**config.mk**
```make
export PLATFORM = sky130hd
export DESIGN_NAME = dispense_sequencer
export DESIGN_NICKNAME = d
export VERILOG_FILES = /design/src/rtl/dispense_sequencer.sv
export SDC_FILE = /design/constraint.sdc
export NUM_CORES = 1
export LEC_CHECK = 0
export ABC_CLOCK_PERIOD_IN_PS = 3400
export BUFFER_PORTS_ARGS = -buffer_cell sky130_fd_sc_hd__buf_2
export CAP_MARGIN = 20
export CORE_MARGIN = 2
export CORE_UTILIZATION = 67
export DETAILED_ROUTE_END_ITERATION = 16
export PLACE_DENSITY = 0.9
export SYNTH_ARGS = -nofsm -noshare
export SYNTH_HDL_FRONTEND = slang
export SYNTH_SLANG_ARGS = --single-unit
```
**constraint.sdc**
```tcl
create_clock -name clk -period 3.4 [get_ports clk]
set_input_delay 0.17 -clock clk [delete_from_list [all_inputs] [get_ports clk]]
set_output_delay 0.17 -clock clk [all_outputs]
set_load 0.05 [all_outputs]
```
**src/rtl/dispense_sequencer.sv**
```systemverilog
// dispense_sequencer: timed, interlocked dispense cycle driving the valve
// relay request. A debounced push button or a one-cycle command starts a
// dispense. The dispense only starts when a debounced cup sensor reports a
// cup. Every dispense is followed by an enforced cooldown.
module dispense_sequencer #(
    parameter int unsigned DEBOUNCE_CYCLES = 500000,
    parameter int unsigned DISPENSE_CYCLES = 150000000,
    parameter int unsigned COOLDOWN_CYCLES = 50000000
) (
    input  logic       clk,
    input  logic       rst_n,
    input  logic       btn_raw,
    input  logic       cup_raw,
    input  logic       cmd_start,
    input  logic       cmd_stop,
    output logic       activate,
    output logic       busy,
    output logic       done,
    output logic       fault,
    output logic [1:0] state_dbg
);

    localparam int unsigned MAX_AB = (DEBOUNCE_CYCLES > DISPENSE_CYCLES) ? DEBOUNCE_CYCLES : DISPENSE_CYCLES;
    localparam int unsigned MAX_P  = (MAX_AB > COOLDOWN_CYCLES) ? MAX_AB : COOLDOWN_CYCLES;
    localparam int CW = $clog2(MAX_P + 1);

    // Terminal values: an event fires on the cycle the counter holds N-1,
    // so the event takes effect on the N-th clock edge.
    localparam logic [CW-1:0] DEB_LAST  = CW'(DEBOUNCE_CYCLES - 1);
    localparam logic [CW-1:0] DISP_LAST = CW'(DISPENSE_CYCLES - 1);
    localparam logic [CW-1:0] COOL_LAST = CW'(COOLDOWN_CYCLES - 1);
    localparam logic [CW-1:0] CNT_ONE   = CW'(1);

    typedef enum logic [1:0] {
        ST_IDLE     = 2'd0,
        ST_DISPENSE = 2'd1,
        ST_COOLDOWN = 2'd2,
        ST_FAULT    = 2'd3
    } state_t;

    logic          btn_meta_r, btn_sync_r, cup_meta_r, cup_sync_r;
    logic          btn_db_r, btn_db_prev_r, cup_db_r;
    logic [CW-1:0] btn_cnt_r, cup_cnt_r, cnt_r;
    state_t        state_r, state_n;
    logic          cnt_clr_s, done_n_s, btn_rise_s, start_req_s;
    logic          activate_r, busy_r, done_r, fault_r;

    // Two-flop synchronisers for the asynchronous button and cup inputs
    always_ff @(posedge clk or negedge rst_n) begin
        if (!rst_n) begin
            btn_meta_r <= 1'b0;
            btn_sync_r <= 1'b0;
            cup_meta_r <= 1'b0;
            cup_sync_r <= 1'b0;
        end else begin
            btn_meta_r <= btn_raw;
            btn_sync_r <= btn_meta_r;
            cup_meta_r <= cup_raw;
            cup_sync_r <= cup_meta_r;
        end
    end

    // Button debouncer: flip after DEBOUNCE_CYCLES consecutive disagreeing cycles
    always_ff @(posedge clk or negedge rst_n) begin
        if (!rst_n) begin
            btn_db_r  <= 1'b0;
            btn_cnt_r <= {CW{1'b0}};
        end else if (btn_sync_r != btn_db_r) begin
            if (btn_cnt_r == DEB_LAST) begin
                btn_db_r  <= btn_sync_r;
                btn_cnt_r <= {CW{1'b0}};
            end else begin
                btn_cnt_r <= btn_cnt_r + CNT_ONE;
            end
        end else begin
            btn_cnt_r <= {CW{1'b0}};
        end
    end

    // Cup debouncer: same rule as the button
    always_ff @(posedge clk or negedge rst_n) begin
        if (!rst_n) begin
            cup_db_r  <= 1'b0;
            cup_cnt_r <= {CW{1'b0}};
        end else if (cup_sync_r != cup_db_r) begin
            if (cup_cnt_r == DEB_LAST) begin
                cup_db_r  <= cup_sync_r;
                cup_cnt_r <= {CW{1'b0}};
            end else begin
                cup_cnt_r <= cup_cnt_r + CNT_ONE;
            end
        end else begin
            cup_cnt_r <= {CW{1'b0}};
        end
    end

    // Previous debounced button level for rising-edge detection
    always_ff @(posedge clk or negedge rst_n) begin
        if (!rst_n) begin
            btn_db_prev_r <= 1'b0;
        end else begin
            btn_db_prev_r <= btn_db_r;
        end
    end

    // A held button gives one edge only, so it never retriggers.
    // A command pulse together with that edge still counts as one start.
    assign btn_rise_s  = btn_db_r & ~btn_db_prev_r;
    assign start_req_s = btn_rise_s | cmd_start;

    // Next-state logic; cup loss outranks stop, and stop outranks completion
    always_comb begin
        state_n   = state_r;
        cnt_clr_s = 1'b0;
        done_n_s  = 1'b0;
        case (state_r)
            ST_IDLE: begin
                if (start_req_s && cup_db_r) begin
                    state_n   = ST_DISPENSE;
                    cnt_clr_s = 1'b1;
                end else begin
                    state_n   = ST_IDLE;
                end
            end
            ST_DISPENSE: begin
                if (!cup_db_r) begin
                    state_n   = ST_FAULT;
                    cnt_clr_s = 1'b1;
                end else if (cmd_stop) begin
                    state_n   = ST_COOLDOWN;
                    cnt_clr_s = 1'b1;
                end else if (cnt_r == DISP_LAST) begin
                    state_n   = ST_COOLDOWN;
                    cnt_clr_s = 1'b1;
                    done_n_s  = 1'b1;
                end else begin
                    state_n   = ST_DISPENSE;
                end
            end
            ST_COOLDOWN: begin
                if (cnt_r == COOL_LAST) begin
                    state_n   = ST_IDLE;
                    cnt_clr_s = 1'b1;
                end else begin
                    state_n   = ST_COOLDOWN;
                end
            end
            ST_FAULT: begin
                if (cmd_stop || btn_rise_s) begin
                    state_n   = ST_COOLDOWN;
                    cnt_clr_s = 1'b1;
                end else begin
                    state_n   = ST_FAULT;
                end
            end
            default: begin
                state_n   = ST_IDLE;
                cnt_clr_s = 1'b1;
            end
        endcase
    end

    // State register, dwell counter and registered outputs.
    // The counter is cleared on every state change. It only counts in the
    // timed states and is cleared at its terminal value, so it never wraps.
    always_ff @(posedge clk or negedge rst_n) begin
        if (!rst_n) begin
            state_r    <= ST_IDLE;
            cnt_r      <= {CW{1'b0}};
            activate_r <= 1'b0;
            busy_r     <= 1'b0;
            done_r     <= 1'b0;
            fault_r    <= 1'b0;
        end else begin
            state_r <= state_n;
            if (cnt_clr_s) begin
                cnt_r <= {CW{1'b0}};
            end else if ((state_r == ST_DISPENSE) || (state_r == ST_COOLDOWN)) begin
                cnt_r <= cnt_r + CNT_ONE;
            end else begin
                cnt_r <= cnt_r;
            end
            activate_r <= (state_n == ST_DISPENSE);
            busy_r     <= (state_n != ST_IDLE);
            done_r     <= done_n_s;
            fault_r    <= (state_n == ST_FAULT);
        end
    end

    assign activate  = activate_r;
    assign busy      = busy_r;
    assign done      = done_r;
    assign fault     = fault_r;
    assign state_dbg = state_r;

endmodule

```
==> impl_metrics.ini <==
[worst_setup_path]
endpoint = cnt_r[6]
crit_start = cnt_r[0]
ff2ff_setup_slack_ps = 860
crit_fanout = 28
r2r_end = cnt_r[6]
reg2regPathDepth = 6
worstPathRequired_ps = 3600
end_kind = flop
reg2reg_from = cnt_r[0]
crit_path_start_kind = flop
arrival_ps = 2740
path_class = flop to flop

[timing]
finalCritPeriodShare_pct = 74.63
fmax_mhz = 394.1
skew_ps = 17.24
setup-violations-final = 0
tightest_slew_ps = 987.9
rsz0062_at_grt = false
finalHoldViolations = 0
period_minus_slack_ps = 2537
final.setup.tns_ps = 0
relSlewSlack_pct = 33.53
drv_slew = 0

[floorplan]
core_mm2 = 0.007137
die_w_um = 89.38
io_pins = 12
dieArea_mm2 = 0.007988
initial_utilization_pct = 68.43
die_h_um = 89.38
rows = 31

[yosys]
yosys.area_share.simple_pct = 25.06
synthAdderAreaFrac_pct = 1.793
synth_cell_types = 49
synth-edff-count = 0
synth_top_family_by_area = simple AND/OR/NAND/NOR gates
synth_flop_cell = dfrtp_1
async_reset_ff_share_pct = 100.0
synthMuxAreaShare_pct = 0.4356
synthesis.nets = 514
ys_ff_latch = 97
synthesis.area_mm2 = 0.004883
syn-instance-count = 501
synth_xor_area_share_pct = 14.35
synth_compound_area_share_pct = 5.739
seq_area_frac_synth_pct = 49.71
yosysWarnings = 0
synth_area_per_cell_um2 = 9.747

[cts]
cts_tree = yes
cts_setup_buffers = 0
clk_pin_slew_worst_paths_ps = 100
clock-sinks = 97
clock_latency_ps = 370
htreeDepth = 3
root_buffer = clkbuf_8
clock_path_buffers = 2
cts_made_buffers = 9
post_cts_resized = 0

[finish]
layout_common_cells = 97 x dfrtp_1, 80 x nor2_1, 45 x xnor2_1, 35 x xor2_1, 34 x nand2_1
fin_cells = 615
drive_above_1_share_pct = 8.527
antenna_cells = 0
final_common_cell = dfrtp_1
fillers = 503
nets = 524
utilization_pct = 73.30
areaGrowthSynthToFinish_pct = 7.123

[routing]
wl_per_cell_um = 15.70
first_iter_violations = 215
drcViolationCount = 0
postRouteAntennaNets = 0
dr_total_vias = 3669
drtPass1Iterations = 6
routed_wl_um = 9657
via_per_inst = 5.966

[place]
gp_congestion = 0.9042
portBuffers = 11
post-dp-hpwl_um = 6213
dp_cells = 595

[grt]
antenna_found_initial = 0
grt.total_usage_pct = 26.49
grt_pass1_vias = 3664
grt_first_pass_wirelength_um = 16440
grt-ovfl-total = 0
grt_max_degree = 88

[job]
max_cap_viol_count = 0

[worst_hold_path]
hp-start = cmd_stop
hold_path_depth = 3
hold_class = input port to flop

[pwr]
p_per_area_mw_per_mm2 = 375.0
power_leakage_nw = 2.127
vdd_drop_max_v = 0.0002906

[status]
outcome = completed
[synthesized netlist by cell type, drive strengths merged, types with 2 or more instances]
master,number,share of area [%]
or3,3,0.38
nor4b,3,0.54
o221ai,2,0.72
xnor2,45,8.1
and4,9,1.6
nand3,30,3.2
buf,9,1.2
dfrtp,97,50
o21ai,4,0.41
a211oi,2,0.41
nand2,34,2.6
nor3,23,2.7
nor2,80,6.1
nand4b,2,0.36
xor2,35,6.3
ha,7,1.8
inv,13,1.0
and3,7,0.90
or2,3,0.38
or3b,2,0.36
nand4,23,2.9
clkbuf,10,0.77
a21oi,31,3.3
nor4,13,1.8
[report_power, final]
| part | switching, mW | internal (mW) | total (mW) |
|---|---|---|---|
| Sequential | 0.00804 | 1.16 | 1.17 |
| Combinational | 0.0395 | 0.0155 | 0.0550 |
| Clock | 0.398 | 0.340 | 0.738 |
[logic make-up (layout without fill, tap and decap cells)]
kind of cell	Yosys count	count (layout)
AOI/OAI and AO/OA	44	44
buffers and inverters	32	47
and+or+nand+nor	239	239
DFF	97	97
xor gates and xnor gates	80	80
muxes	2	2
adders and majority gates	7	7
[critical path, stage by stage (launching register included)]
cell	delay [ps]
dfrtp_1	400
ha_1	190
or4b_1	490
nor3_4	280
a211oi_2	170
o221ai_4	660
a21oi_1	180
[layout make-up]
class	instances	area (um^2)	area share [%]
flip-flops and latches	97	2427	46.40
clock buffers	11	131.4	2.511
clock inverters	5	56.30	1.076
multi-input cells	372	2313	44.22
repair buffers	18	130.1	2.487
inverters	13	48.80	0.9328
well taps	99	123.9	2.368
[per-layer routing]
metal | GRT usage (%) | up-vias | share of wire [%] | wire, um
met5 | 0 | - | 0 | 0
met4 | 10.99 | 0 | 2.2 | 211
met3 | 4.617 | 26 | 3.7 | 356
met2 | 44.51 | 107 | 50 | 4826
met1 | 34.11 | 1791 | 44 | 4264
li1 | - | 1745 | - | -
[stage by stage]
step	area [um^2]	worst slack, ps	total power, mW	hold WS (ps)
finish	5231	862.7	1.962	161.2
floorplan	4883	921.7	1.212	-125.6
CTS	5201	861.8	1.966	30.68
global route	5231	695.0	2.033	148.0
global placement	4994	991.9	1.240	280.6
detailed placement	4994	902.9	1.243	281.0
[worst min path at each step]
stage	slack, ps	endpoint
after CTS	30	cup_cnt_r[18]
after global placement	280	btn_meta_r
after global routing	150	done
after floorplan	-130	activate
final	160	done
after detailed placement	280	cup_meta_r
[state kept, by name, indices dropped and copies added (netlist names)]
| signal | cells |
|---|---|
| btn_db_r | 1 |
| state_dbg | 2 |
| btn_db_prev_r | 1 |
| cnt_r | 28 |
| btn_cnt_r | 28 |
| activate | 1 |
| done | 1 |
| cup_db_r | 1 |
| fault | 1 |
| busy | 1 |
| cup_sync_r | 1 |
| cup_cnt_r | 28 |
| btn_meta_r | 1 |
| cup_meta_r | 1 |
| btn_sync_r | 1 |
[repair_timing]
item / CTS / global route
hold buffers: 2 / 1
hold endpoints to repair: 2 / 43
setup endpoints to repair: 0 / 0
Power figures use the tool's default switching activity.
